--- config.mk ---
export PLATFORM = sky130hd
export DESIGN_NAME = depth_scheduler
export DESIGN_NICKNAME = d
export VERILOG_FILES = /design/src/rtl/depth_pkg.sv /design/src/rtl/serial_divider.sv /design/src/rtl/depth_scheduler.sv
export SDC_FILE = /design/constraint.sdc
export NUM_CORES = 1
export LEC_CHECK = 0
export ABC_AREA = 1
export BUFFER_PORTS_ARGS = -buffer_cell sky130_fd_sc_hd__buf_2
export CAP_MARGIN = 40
export CORE_ASPECT_RATIO = 1.5
export CORE_MARGIN = 4
export CORE_UTILIZATION = 35
export CTS_BUF_LIST = sky130_fd_sc_hd__clkbuf_4 sky130_fd_sc_hd__clkbuf_8
export DETAILED_ROUTE_END_ITERATION = 8
export GPL_ROUTABILITY_DRIVEN = 0
export PLACE_DENSITY = 0.51
export SLEW_MARGIN = 20
export SYNTH_ARGS = -nofsm -noshare
export SYNTH_HDL_FRONTEND = slang
export SYNTH_SLANG_ARGS = --single-unit
--- constraint.sdc ---
create_clock -name clk_in -period 10.8 [get_ports clk_in]
set_input_delay 0.54 -clock clk_in [delete_from_list [all_inputs] [get_ports clk_in]]
set_output_delay 0.54 -clock clk_in [all_outputs]
set_load 0.01 [all_outputs]
--- src/rtl/depth_pkg.sv ---
// Shared FSM state encoding and depth constants for the stereo depth scheduler.
package depth_pkg;

    typedef enum logic [1:0] {
        S_IDLE,
        S_CALC,
        S_DIVIDE,
        S_OUTPUT
    } state_t;

    localparam int unsigned DEFAULT_SCALE = 495;
    localparam logic [7:0]  DEPTH_SAT     = 8'hFF;

endpackage

--- src/rtl/serial_divider.sv ---
// Unsigned restoring divider producing one quotient bit per clock, W bits in total.
// The first bit is resolved on the start edge, so done is high W cycles after start.
module serial_divider #(
    parameter int unsigned W = 12
) (
    input  logic         clk,
    input  logic         rst_n,
    input  logic         start,
    input  logic [W-1:0] dividend,
    input  logic [W-1:0] divisor,
    output logic         busy,
    output logic         done,
    output logic [W-1:0] quotient
);

    localparam int unsigned CNT_W = $clog2(W + 1);

    logic [W-1:0]     rem_q;
    logic [W-1:0]     rem_d;
    logic [W-1:0]     den_q;
    logic [W-1:0]     den_d;
    logic [W-1:0]     quo_d;
    logic [CNT_W-1:0] cnt_q;
    logic [CNT_W-1:0] cnt_d;
    logic             busy_d;
    logic             done_d;
    logic [W-1:0]     src_rem;
    logic [W-1:0]     src_quo;
    logic [W:0]       shifted;
    logic [W:0]       trial;

    // One restoring step: shift in the next dividend bit, subtract if it fits.
    always_comb begin
        src_rem = start ? '0 : rem_q;
        src_quo = start ? dividend : quotient;
        den_d   = start ? divisor : den_q;
        shifted = {src_rem, src_quo[W-1]};
        trial   = shifted - {1'b0, den_d};
        rem_d   = rem_q;
        quo_d   = quotient;
        cnt_d   = cnt_q;
        busy_d  = busy;
        done_d  = 1'b0;
        if (start || busy) begin
            if (trial[W]) begin
                rem_d = shifted[W-1:0];
                quo_d = {src_quo[W-2:0], 1'b0};
            end else begin
                rem_d = trial[W-1:0];
                quo_d = {src_quo[W-2:0], 1'b1};
            end
            cnt_d  = start ? CNT_W'(W - 1) : cnt_q - CNT_W'(1);
            busy_d = (cnt_d != '0);
            done_d = (cnt_d == '0);
        end
    end

    always_ff @(posedge clk or negedge rst_n) begin
        if (!rst_n) begin
            rem_q    <= '0;
            den_q    <= '0;
            quotient <= '0;
            cnt_q    <= '0;
            busy     <= 1'b0;
            done     <= 1'b0;
        end else begin
            rem_q    <= rem_d;
            den_q    <= den_d;
            quotient <= quo_d;
            cnt_q    <= cnt_d;
            busy     <= busy_d;
            done     <= done_d;
        end
    end

endmodule

--- src/rtl/depth_scheduler.sv ---
// Round-robin scheduler that turns stereo x-coordinate pairs into saturated depth in inches.
// NUM_CH must be at least 2 so that ch_out has a non-zero width.
module depth_scheduler
    import depth_pkg::*;
#(
    parameter int unsigned NUM_CH = 2,
    parameter int unsigned DISP_W = 12,
    parameter int unsigned SCALE  = DEFAULT_SCALE
) (
    input  logic                       clk_in,
    input  logic                       rst_n_in,
    input  logic [NUM_CH-1:0]          req_valid_in,
    output logic [NUM_CH-1:0]          req_ready_out,
    input  logic [NUM_CH*DISP_W-1:0]   x_1_in,
    input  logic [NUM_CH*DISP_W-1:0]   x_2_in,
    output logic                       depth_valid_out,
    input  logic                       depth_ready_in,
    output logic [7:0]                 depth_out,
    output logic [$clog2(NUM_CH)-1:0]  ch_out,
    output logic                       err_out
);

    localparam int unsigned CH_W = $clog2(NUM_CH);

    state_t            state_q;
    state_t            state_d;
    logic [CH_W-1:0]   ptr_q;
    logic [CH_W-1:0]   ptr_d;
    logic [DISP_W-1:0] x1_q;
    logic [DISP_W-1:0] x1_d;
    logic [DISP_W-1:0] x2_q;
    logic [DISP_W-1:0] x2_d;
    logic [CH_W-1:0]   ch_d;
    logic [7:0]        depth_d;
    logic              err_d;
    logic              valid_d;

    logic [NUM_CH-1:0] grant_c;
    logic [CH_W-1:0]   win_c;
    logic [CH_W-1:0]   idx_c;
    logic              found_c;
    logic [DISP_W-1:0] x1_sel_c;
    logic [DISP_W-1:0] x2_sel_c;
    logic [DISP_W:0]   disp_c;
    logic              nonpos_c;
    logic [7:0]        sat_c;

    logic              div_start;
    logic              div_busy;
    logic              div_done;
    logic [DISP_W-1:0] quot;

    // Round-robin search starting at the grant pointer.
    always_comb begin
        grant_c = '0;
        win_c   = '0;
        idx_c   = '0;
        found_c = 1'b0;
        for (int i = 0; i < NUM_CH; i++) begin
            idx_c = CH_W'((int'(ptr_q) + i) % NUM_CH);
            if (!found_c && req_valid_in[idx_c]) begin
                found_c = 1'b1;
                win_c   = idx_c;
            end
        end
        if (found_c) grant_c[win_c] = 1'b1;
    end

    // Ready is offered only in IDLE and is forced low while reset is held.
    always_comb begin
        req_ready_out = '0;
        if (state_q == S_IDLE && rst_n_in) req_ready_out = grant_c;
    end

    always_comb begin
        x1_sel_c = '0;
        x2_sel_c = '0;
        for (int i = 0; i < NUM_CH; i++) begin
            if (win_c == CH_W'(i)) begin
                x1_sel_c = x_1_in[i*DISP_W +: DISP_W];
                x2_sel_c = x_2_in[i*DISP_W +: DISP_W];
            end
        end
    end

    // Two's-complement disparity; MSB set means x_1 < x_2.
    assign disp_c   = {1'b0, x1_q} - {1'b0, x2_q};
    assign nonpos_c = disp_c[DISP_W] || (disp_c == '0);
    assign sat_c    = (32'(quot) > 32'd255) ? 8'd255 : 8'(quot);

    serial_divider #(
        .W (DISP_W)
    ) u_div (
        .clk      (clk_in),
        .rst_n    (rst_n_in),
        .start    (div_start),
        .dividend (DISP_W'(SCALE)),
        .divisor  (disp_c[DISP_W-1:0]),
        .busy     (div_busy),
        .done     (div_done),
        .quotient (quot)
    );

    always_comb begin
        state_d   = state_q;
        ptr_d     = ptr_q;
        x1_d      = x1_q;
        x2_d      = x2_q;
        ch_d      = ch_out;
        depth_d   = depth_out;
        err_d     = err_out;
        valid_d   = depth_valid_out;
        div_start = 1'b0;
        case (state_q)
            S_IDLE: begin
                if (found_c) begin
                    ptr_d   = CH_W'((int'(win_c) + 1) % NUM_CH);
                    x1_d    = x1_sel_c;
                    x2_d    = x2_sel_c;
                    ch_d    = win_c;
                    state_d = S_CALC;
                end
            end
            S_CALC: begin
                if (nonpos_c) begin
                    depth_d = DEPTH_SAT;
                    err_d   = 1'b1;
                    valid_d = 1'b1;
                    state_d = S_OUTPUT;
                end else begin
                    div_start = 1'b1;
                    state_d   = S_DIVIDE;
                end
            end
            S_DIVIDE: begin
                if (div_done && !div_busy) begin
                    depth_d = sat_c;
                    err_d   = 1'b0;
                    valid_d = 1'b1;
                    state_d = S_OUTPUT;
                end
            end
            S_OUTPUT: begin
                if (depth_ready_in) begin
                    valid_d = 1'b0;
                    state_d = S_IDLE;
                end
            end
            default: state_d = S_IDLE;
        endcase
    end

    always_ff @(posedge clk_in or negedge rst_n_in) begin
        if (!rst_n_in) begin
            state_q         <= S_IDLE;
            ptr_q           <= '0;
            x1_q            <= '0;
            x2_q            <= '0;
            ch_out          <= '0;
            depth_out       <= '0;
            err_out         <= 1'b0;
            depth_valid_out <= 1'b0;
        end else begin
            state_q         <= state_d;
            ptr_q           <= ptr_d;
            x1_q            <= x1_d;
            x2_q            <= x2_d;
            ch_out          <= ch_d;
            depth_out       <= depth_d;
            err_out         <= err_d;
            depth_valid_out <= valid_d;
        end
    end

endmodule

==> results of run 1 <==
per-layer routing:
layer	share of wire (%)	vias up	global-route usage, %
li1	-	2327	-
met3	3.7	22	2.698
met2	50	106	26.20
met4	3.2	0	6.790
met5	0	-	0
met1	43	2057	17.93
flip-flops by register name, indices dropped and copies added (netlist names):
signal           flops
depth_out            8
ch_out               1
x2_q                12
u_div.rem_q         12
state_q              2
err_out              1
u_div.quotient      12
u_div.busy           1
u_div.done           1
x1_q                12
depth_valid_out      1
u_div.den_q         12
ptr_q                1
u_div.cnt_q          4
synthesized netlist by cell type:
| master | number |
|---|---|
| a21o_1 | 2 |
| a21oi_1 | 52 |
| a21oi_2 | 1 |
| a22oi_1 | 13 |
| a31oi_1 | 10 |
| a32oi_1 | 1 |
| buf_1 | 2 |
| buf_2 | 3 |
| buf_4 | 4 |
| buf_6 | 4 |
| clkbuf_1 | 10 |
| dfrtp_1 | 80 |
| fa_1 | 2 |
| ha_1 | 30 |
| inv_1 | 94 |
| inv_2 | 6 |
| nand2_1 | 195 |
| nand2_2 | 3 |
| nand2_4 | 2 |
| nand3_1 | 54 |
| nand3_2 | 3 |
| nand3b_1 | 3 |
| nand4_1 | 6 |
| nor2_1 | 51 |
| nor3_1 | 3 |
| nor4_1 | 1 |
| o211ai_1 | 5 |
| o211ai_2 | 1 |
| o21ai_0 | 24 |
| o21ai_1 | 6 |
| o21ai_2 | 2 |
| o21bai_1 | 2 |
| o21bai_2 | 1 |
| xnor2_1 | 1 |
| xor2_1 | 10 |
per-stage QoR:
stage | hold WS, ns | utilization (%) | area [µm²] | instances
after global placement | 0.4613 | 39.18 | 5534 | 925
after CTS | 0.1254 | 40.84 | 5768 | 942
after detailed placement | 0.4670 | 39.32 | 5554 | 926
after global routing | 0.1432 | 40.84 | 5768 | 942
final | 0.1146 | 40.84 | 5768 | 942
after floorplan | 0.2444 | - | 5067 | 687
cell type report:
type	count	area share, %
Inverter	100	6.508
Clock buffer	10	2.386
Clock inverter	6	1.323
Sequential cell	80	34.71
Timing Repair Buffer	70	6.551
Multi-Input combinational cell	484	44.36
Tap cell	192	4.165
cell usage in the layout, fill, tap and decap left out, types with 2 or more instances in the layout:
master / count
ha_1: 30
fa_1: 2
clkbuf_8: 10
o21bai_1: 2
nand3_2: 3
nand2_2: 3
o21ai_2: 2
a21oi_1: 51
inv_1: 94
nand3b_1: 3
a21oi_2: 2
xor2_1: 10
buf_2: 64
a22oi_1: 13
o211ai_1: 5
a21o_1: 2
nand2_4: 2
inv_2: 6
o21ai_0: 24
o21ai_1: 6
dfrtp_1: 80
buf_4: 5
nand4_1: 6
clkinv_4: 3
nand3_1: 54
a31oi_1: 10
nor3_1: 3
nor2_1: 51
nand2_1: 195
worst max path at each step:
stage | startpoint | end | slack (ns)
after floorplan | x2_q[0] | u_div.rem_q[10] | 6.83
after global placement | x2_q[0] | u_div.rem_q[11] | 5.60
after detailed placement | x2_q[0] | u_div.rem_q[8] | 6.11
after CTS | x2_q[0] | u_div.rem_q[8] | 6.09
after global routing | x2_q[0] | u_div.rem_q[1] | 5.67
final | x2_q[0] | u_div.rem_q[11] | 6.10
cells by family (layout without fill, tap and decap cells):
logic type                 Yosys count  count (layout)  synth area share [%]
and+or+nand+nor                    321             321                 26.57
buffers and inverters              123             186                 10.07
AOI/OAI and AO/OA                  120             120                 13.75
DFF                                 80              80                 39.51
adders and majority gates           32              32                 8.198
xor gates and xnor gates            11              11                 1.901
critical path: cells and delay by family, from the launching register on:
| kind | cells | cell delay [ns] |
|---|---|---|
| buf+inv | 4 | 0.68 |
| fa+ha+maj | 3 | 0.97 |
| flops | 1 | 0.40 |
| compound gates | 4 | 0.56 |
| simple gates | 17 | 1.95 |
==> results.txt, run 1 <==
----------------------------------------------------
[Run status]
  Status ... completed

[Layout]
  Layout cells sized above 1 ... 14.13%
  Area taken by flip-flops and latches ... 2002 µm²
  Final-layout fill cell count ... 1483
  Area added between synthesis and finish ... 13.83%
  Total area of multi-input combinational cells ... 2559 µm²
  Final #Nets ... 830
  ANT cells ... 0

[Setup path]
  Endpoint kind of the worst setup timing path ... register
  Slowest cell delay on critical path ... 0.40 ns
  Largest fanout of any net on the critical path ... 34
  Critical path type ... reg2reg
  Setup slack, reg-to-reg ... 6.10 ns
  Worst Reg-to-Reg Cells ... 28
  Data arrival time of the critical path ... 4.96 ns
  Max stage delay cell, worst path ... dfrtp_1
  Critical path launch point type ... register
  Worst reg2reg endpoint ... u_div.rem_q[11]
  Reg-to-Reg Start ... x2_q[0]
  Cell occurring most often along the worst timing path ... nand2_1
  Critical path data required time ... 11.06 ns

[Floorplanning]
  Die ar. ... 16510 µm²
  Die span in y ... 155.4 µm
  Count of pins on the block boundary ... 66
  Die width ... 106.2 µm
  Number of cell rows ... 53
  Core Footprint ... 14120 µm²
  Initial standard-cell utilization of the core ... 35.88%

[Timing]
  Setup repair after global routing missed its margin ... no
  Count of endpoints failing hold in the final timing report ... 0
  Setup Total Neg Slack ... 0 ns
  Number of failing setup endpoints in the final timing report ... 0
  Final worst-path cycle share ... 43.52%
  Fin worst setup slack ... 6.100 ns
  Maximum clock frequency ... 212.8 MHz
  Final worst path period need ... 4.700 ns
  Measured slew at the worst slew-check pin ... 0.6302 ns
  Worst rel slew slack ... 57.99%
  Clock skew after layout ... 0.01274 ns
  Number of max-slew violations in the final report ... 0

[Detailed routing]
  Detailed-route vias per instance ... 4.790
  DRC violation count after routing ... 0
  Number of iterations in the first detailed-routing pass ... 7
  DR vias ... 4512
  Wirelength per Cell ... 12.60 µm
  Number of routed nets with antenna violations ... 0
  Violation count after the first detailed-route iteration ... 163
  Wirelength, routed ... 11870 µm

[GRT]
  Total routing usage reported by global routing ... 15.04%
  Grt total ovfl ... 0
  Largest net degree at the start of global routing ... 48
  Wire length of the first global-routing pass ... 20420 µm
  Number of global-route vias before repair ... 4535
  Antenna violations before repair ... 0

[Clock network]
  Buffers inserted during post-CTS setup optimization ... 0
  Reg clk slew, reported paths ... 0.10 ns
  Clock insertion delay at the later pin of the skew report ... 0.36 ns
  Number of buffers inserted for hold repair after clock tree synthesis ... 0
  Count of cells resized by post-cts repair ... 0
  Htree depth ... 3
  CTS tree ... done
  Num CTS Buffers ... 9
  Number of sinks on the clock net ... 80
  Maximum buffer depth of the clock tree ... 2
  Clock root buffer master ... clkbuf_8

[Synth]
  Register area share after synthesis ... 39.51%
  Count of state elements after synthesis ... 80
  Share of Yosys cell area claimed by the top area cell type ... 39.51%
  Net count of the mapped netlist ... 772
  Number of warnings reported in the yosys synthesis log ... 0
  Count of mapped cells out of synthesis ... 687
  Mapped cell area ... 5067 µm²
  Unique masters post-synth ... 35
  Cell type with the highest aggregate area in the netlist ... dfrtp_1
  Synthesized area per cell ... 7.376 µm²
  Top cells by area, synth ... dfrtp_1 (40%), nand2_1 (14%), ha_1 (7.4%), inv_1 (7.0%), nand3_1 (5.3%)

[Job]
  Max Cap Viol ... 0

[Hold path]
  Type of the tightest min-delay check ... in2async

[Placement]
  Port Buffers ... 65
  DP Wirelength ... 9239 µm
  Minimum setup slack after placement ... 6.112 ns

----------------------------------------------------
Power of run 1 is not shown: default switching activity piles up to over one toggle a cycle in this logic, so the estimate is an artifact.
==> run 2: changes to the inputs <==
--- a/config.mk
+++ b/config.mk
@@ -14,7 +14,7 @@
 export CTS_BUF_LIST = sky130_fd_sc_hd__clkbuf_4 sky130_fd_sc_hd__clkbuf_8
 export DETAILED_ROUTE_END_ITERATION = 8
 export GPL_ROUTABILITY_DRIVEN = 0
-export PLACE_DENSITY = 0.51
+export PLACE_DENSITY = 0.53
 export SLEW_MARGIN = 20
 export SYNTH_ARGS = -nofsm -noshare
 export SYNTH_HDL_FRONTEND = slang
==> constraint.sdc (replaced) <==
create_clock -name clk_in -period 4.1 [get_ports clk_in]
set_input_delay 0.205 -clock clk_in [delete_from_list [all_inputs] [get_ports clk_in]]
set_output_delay 0.205 -clock clk_in [all_outputs]
set_load 0.01 [all_outputs]
==> run 2 against run 1 <==
  * Clock-buffer cell count is 1 lower
  * First-iteration DRC count increased by 14%
  * Via count rose by 7.7%
  * Critical path depth down 1
  * Critical endpoint is now u_div.rem_q[1]
  * Largest cell class unchanged
==> results.txt, run 2 (same netlist as run 1, synthesis figures left out) <==
----------------------------------------------------
[Setup path]
  Data arrival time of the critical path ... 4.30 ns (-0.66 ns)
  Critical path launch point type ... register
  Cell occurring most often along the worst timing path ... nand2_2
  Slowest cell delay on critical path ... 0.42 ns (+0.02 ns)
  Max stage delay cell, worst path ... dfrtp_1
  Critical path data required time ... 4.35 ns (-6.71 ns)
  Family with the most delay on the worst path ... simple AND/OR/NAND/NOR gates
  Critical path type ... reg2reg
  Worst path bufs/invs ... 6 (+2)
  Largest fanout of any net on the critical path ... 8 (-76%)
  Endpoint kind of the worst setup timing path ... register

[Clock network]
  Clock insertion delay at the later pin of the skew report ... 0.36 ns (about the same)
  Maximum buffer depth of the clock tree ... 2 (unchanged)
  Clock root buffer master ... clkbuf_8
  CTS tree ... done
  Number of sinks on the clock net ... 80 (unchanged)
  Reg clk slew, reported paths ... 0.09 ns (about the same)
  Num CTS Buffers ... 9 (unchanged)
  Htree depth ... 3 (unchanged)

[Hold path]
  Type of the tightest min-delay check ... in2reg

[Detailed routing]
  Detailed-route vias per instance ... 4.925 (+2.8%)
  DR vias ... 4861 (+7.7%)
  Number of routed nets with antenna violations ... 0 (unchanged)
  Wirelength, routed ... 13520 µm (+14%)
  Violation count after the first detailed-route iteration ... 186 (+14%)
  DRC violation count after routing ... 0 (unchanged)
  Wirelength per Cell ... 13.70 µm (+8.7%)
  Number of iterations in the first detailed-routing pass ... 4 (-3)

[Timing]
  Measured slew at the worst slew-check pin ... 0.6185 ns (-0.01170 ns)
  Worst rel slew slack ... 58.65% (+0.66 points)
  Number of max-slew violations in the final report ... 0 (unchanged)
  Maximum clock frequency ... 246.7 MHz (+16%)
  Fin worst setup slack ... 0.04699 ns (-6.053 ns)
  Clock skew after layout ... 0.01329 ns (+0.0005509 ns)
  Number of failing setup endpoints in the final timing report ... 0 (unchanged)
  Final worst-path cycle share ... 98.85% (+55 points)
  Setup repair after global routing missed its margin ... yes
  Count of endpoints failing hold in the final timing report ... 0 (unchanged)
  Final worst path period need ... 4.053 ns (-0.6466 ns)

[Layout]
  Most common library cell in the layout ignoring fill and taps ... nand2_1
  Area added between synthesis and finish ... 30.52%
  Layout cells sized above 1 ... 29.31% (+15 points)
  Final #Nets ... 875 (+5.4%)
  ANT cells ... 0 (unchanged)
  Final-layout fill cell count ... 1378 (-7.1%)
  Highest-count cells in the layout ignoring fill and taps ... nand2_1 (174), inv_1 (81), dfrtp_1 (80)

[Floorplanning]
  Initial standard-cell utilization of the core ... 35.88% (unchanged)
  Die ar. ... 16510 µm² (unchanged)
  Number of cell rows ... 53 (unchanged)
  Core Footprint ... 14120 µm² (unchanged)
  Count of pins on the block boundary ... 66 (unchanged)
  Die width ... 106.2 µm (unchanged)
  Die span in y ... 155.4 µm (unchanged)

[Placement]
  DP Wirelength ... 9611 µm (+4.0%)
  Minimum setup slack after placement ... -0.1797 ns (-6.292 ns)
  Port Buffers ... 65 (unchanged)

[GRT]
  Total routing usage reported by global routing ... 15.72% (+0.68 points)
  Wire length of the first global-routing pass ... 21380 µm (+4.7%)
  Antenna violations before repair ... 0 (unchanged)
  Grt total ovfl ... 0 (unchanged)
  Number of global-route vias before repair ... 4703 (+3.7%)
  Largest net degree at the start of global routing ... 48 (unchanged)

[Run status]
  Status ... completed

[Job]
  Max Cap Viol ... 0 (unchanged)

----------------------------------------------------
run 2: cell types whose count changed in the layout (fill, tap and decap cells not counted), sizes merged:
cell / before / now
buf: 70 / 112
clkinv: 3 / 0
inv: 102 / 104
bufinv: 1 / 2
clkinvlp: 0 / 1
dlygate4sd3: 0 / 1
nand2: 200 / 201
run 2: through the flow:
stage	hold WS [ns]	util (%)	area (µm²)	std cells	TNS (ns)
6_report	0.08689	46.82	6614	987	0
5_1_grt	0.06256	46.82	6614	987	-1.473
4_1_cts	0.06164	42.74	6037	970	0
3_5_place_dp	0.2709	40.70	5749	952	-1.608
3_3_place_gp	0.2603	40.70	5749	952	-0.01083
2_1_floorplan	-0.09059	-	5067	687	0
run 2: cell type report:
type | count | area (µm²) | area share, %
sequential | 80 | 2002 | 30.27
timing repair buffer | 114 | 747.0 | 11.29
inverter | 100 | 380.4 | 5.751
clock buffer | 9 | 123.9 | 1.873
multi-input combinational | 485 | 3013 | 45.55
clock inverter | 7 | 107.6 | 1.627
tap | 192 | 240.2 | 3.632
run 2: worst paths after layout:
| check | slack (ns) | endpoint | from | cells after the start |
|---|---|---|---|---|
| worst min register to register | 0.48 | u_div.rem_q[6] | u_div.rem_q[6] | 2 |
| min in group asynchronous | 0.40 | x2_q[8] | rst_n_in | 2 |
| worst min-delay path | 0.09 | x1_q[7] | x_1_in[19] | 3 |
| worst max register to register | 0.05 | u_div.rem_q[1] | x2_q[0] | 27 |
| max in group asynchronous | 2.78 | u_div.den_q[8] | rst_n_in | 3 |
| worst max-delay path | 0.05 | u_div.rem_q[1] | x2_q[0] | 27 |
run 2: routing by layer:
metal | part of all wire [%] | vias up | track usage [%]
met5 | 0 | - | 0
met4 | 2.8 | 0 | 6.543
met3 | 3.7 | 25 | 2.200
met2 | 53 | 137 | 28.20
met1 | 41 | 2275 | 18.67
li1 | - | 2424 | -
run 2: worst register-to-register path, delay by kind of cell, from the launching register on:
family / cells / cell delay, ns
compound gates: 3 / 0.59
fa+ha+maj: 3 / 0.78
buf+inv: 6 / 0.70
flops: 1 / 0.42
simple gates: 15 / 1.47
run 2: timing repair:
item                                    CTS  global route
endpoints found under the setup margin   13            13
buffers inserted                          1            15
hold buffers                              1             0
pin swaps                                 3            38
resized for setup                        12           101
gates cloned                              0             2
endpoints found under the hold margin    44             0
Power of run 2 is left out for the same reason.
==> run 3: changes to the inputs <==
--- a/config.mk
+++ b/config.mk
@@ -14,7 +14,9 @@
 export CTS_BUF_LIST = sky130_fd_sc_hd__clkbuf_4 sky130_fd_sc_hd__clkbuf_8
 export DETAILED_ROUTE_END_ITERATION = 8
 export GPL_ROUTABILITY_DRIVEN = 0
+export HOLD_SLACK_MARGIN = 0.06
 export PLACE_DENSITY = 0.53
+export RECOVER_POWER = 25
 export SLEW_MARGIN = 20
 export SYNTH_ARGS = -nofsm -noshare
 export SYNTH_HDL_FRONTEND = slang
==> run 3 against run 2 <==
  * The run now ends with capacitance limit, slew limit left
  * Fmax unchanged
  * Worst setup slack about the same
  * Design area hardly changed
  * Wire length about the same
  * Via count fell by 0.19%
  * Clock-buffer cell count unchanged
  * Register-to-register slack about the same
  * Non-clock buffer count unchanged
  * Highest routed layer unchanged
==> results.txt, run 3 (same netlist as run 1, synthesis figures left out) <==
----------------------------------------------------
[Run status]
  Status ... complete, but fails checks
  Violations in the final reports ... capacitance limit, slew limit

[Setup path]
  Slowest cell delay on critical path ... 0.42 ns (about the same)
  Critical path data required time ... 4.35 ns (about the same)
  Worst path bufs/invs ... 6 (unchanged)
  Reg-to-Reg Start ... x2_q[0]
  Family with the most delay on the worst path ... simple AND/OR/NAND/NOR gates
  Setup slack, reg-to-reg ... 0.05 ns (about the same)
  Cell occurring most often along the worst timing path ... nand2_2
  Worst reg2reg endpoint ... u_div.rem_q[1]
  Largest fanout of any net on the critical path ... 8 (unchanged)
  Data arrival time of the critical path ... 4.30 ns (about the same)
  Critical path type ... reg2reg
  Endpoint kind of the worst setup timing path ... register
  Critical path launch point type ... register
  Worst Reg-to-Reg Cells ... 27 (unchanged)
  Max stage delay cell, worst path ... dfrtp_1

[Timing]
  Worst rel slew slack ... -75.05% (-130 points)
  Maximum clock frequency ... 246.7 MHz (unchanged)
  Final worst-path cycle share ... 98.85% (about the same)
  Setup repair after global routing missed its margin ... yes
  Number of failing setup endpoints in the final timing report ... 0 (unchanged)
  Clock skew after layout ... 0.01329 ns (unchanged)
  Number of max-slew violations in the final report ... 48 (+48)
  Final worst path period need ... 4.053 ns (+0.0000005000 ns)
  Measured slew at the worst slew-check pin ... 2.626 ns (+2.007 ns)
  Count of endpoints failing hold in the final timing report ... 0 (unchanged)

[GRT]
  Grt total ovfl ... 0 (unchanged)
  Number of global-route vias before repair ... 4703 (unchanged)
  Total routing usage reported by global routing ... 15.72% (unchanged)
  Wire length of the first global-routing pass ... 21380 µm (unchanged)
  Largest net degree at the start of global routing ... 48 (unchanged)
  Antenna violations before repair ... 0 (unchanged)

[Detailed routing]
  DR vias ... 4852 (-0.19%)
  DRC violation count after routing ... 0 (unchanged)
  Number of iterations in the first detailed-routing pass ... 6 (+2)
  Wirelength per Cell ... 13.70 µm (about the same)
  Number of routed nets with antenna violations ... 0 (unchanged)
  Detailed-route vias per instance ... 4.916 (-0.19%)
  Violation count after the first detailed-route iteration ... 186 (unchanged)
  Wirelength, routed ... 13520 µm (about the same)

[Layout]
  Post-route cell area ... 6610 µm² (about the same)
  Most common library cell in the layout ignoring fill and taps ... nand2_1
  Final-layout fill cell count ... 1377 (-0.073%)
  Final #Nets ... 875 (unchanged)
  ANT cells ... 0 (unchanged)
  Layout cells sized above 1 ... 29.18% (-0.13 points)
  Core utilization of the finished layout ... 46.80% (about the same)
  Highest-count cells in the layout ignoring fill and taps ... nand2_1 (174), inv_1 (81), dfrtp_1 (80)
  Area added between synthesis and finish ... 30.44% (about the same)

[Floorplanning]
  Die span in y ... 155.4 µm (unchanged)
  Die ar. ... 16510 µm² (unchanged)
  Die width ... 106.2 µm (unchanged)
  Count of pins on the block boundary ... 66 (unchanged)
  Initial standard-cell utilization of the core ... 35.88% (unchanged)
  Number of cell rows ... 53 (unchanged)
  Core Footprint ... 14120 µm² (unchanged)

[Clock network]
  Number of sinks on the clock net ... 80 (unchanged)
  Clock insertion delay at the later pin of the skew report ... 0.36 ns (about the same)
  Reg clk slew, reported paths ... 0.09 ns (about the same)
  CTS tree ... done
  Maximum buffer depth of the clock tree ... 2 (unchanged)
  Htree depth ... 3 (unchanged)
  Num CTS Buffers ... 9 (unchanged)
  Clock root buffer master ... clkbuf_8

[Hold path]
  Depth of the worst hold-timing path ... 3 (unchanged)
  Hold path start ... x_1_in[16]
  Endpoint of the worst hold path ... x1_q[4]
  Type of the tightest min-delay check ... in2reg

[Job]
  Max Cap Viol ... 1 (+1)

[Placement]
  DP Wirelength ... 9611 µm (unchanged)
  Area post-placement ... 5749 µm² (unchanged)
  Port Buffers ... 65 (unchanged)

----------------------------------------------------
## run 3: tightest hold or removal path: stages
cell     delay [ns]
buf_2          0.09
nand2_1        0.05
a21oi_1        0.06
## run 3: cell type report
type,count,area (µm²),share of cell area [%]
Inverter,100,380.4,5.754
Clock buffer,9,123.9,1.874
Tap cell,192,240.2,3.634
Multi-Input combinational cell,485,3013,45.58
Sequential cell,80,2002,30.29
Clock inverter,7,107.6,1.628
Timing Repair Buffer,114,743.2,11.24
## run 3: worst max path at each step
stage                     cells after the start         endpoint    start
after floorplan                              30  u_div.rem_q[10]  x2_q[0]
after global placement                       23  u_div.rem_q[10]  x1_q[0]
after detailed placement                     28  u_div.rem_q[11]  x2_q[0]
after CTS                                    27  u_div.rem_q[10]  x1_q[0]
after global routing                         28  u_div.rem_q[10]  x2_q[0]
final                                        27   u_div.rem_q[1]  x2_q[0]
## run 3: per-stage QoR
stage / TNS, ns / hold slack, ns / std cells / worst slack (ns)
after floorplan: 0 / -0.09059 / 687 / 0.1318
after global placement: -0.01083 / 0.2603 / 952 / -0.01083
after detailed placement: -1.608 / 0.2709 / 952 / -0.1797
after CTS: 0 / 0.06164 / 970 / 0.0002265
after global routing: -1.473 / 0.06256 / 987 / -0.1567
final: 0 / 0.08716 / 987 / 0.04699
## run 3: timing repair
item	in CTS	in global routing
endpoints found under the hold margin	44	0
gates cloned	0	2
setup buffers	1	15
hold buffers	1	0
gates resized for setup	12	101
pin swaps	3	38
endpoints found under the setup margin	13	13
## run 3: layer usage
| metal | routed length (µm) | up-vias | global-route usage (%) |
|---|---|---|---|
| met4 | 374 | 0 | 6.543 |
| met3 | 487 | 25 | 2.200 |
| met2 | 7140 | 133 | 28.20 |
| met1 | 5519 | 2270 | 18.67 |
| met5 | 0 | - | 0 |
| li1 | - | 2424 | - |
Power of run 3 is left out for the same reason.
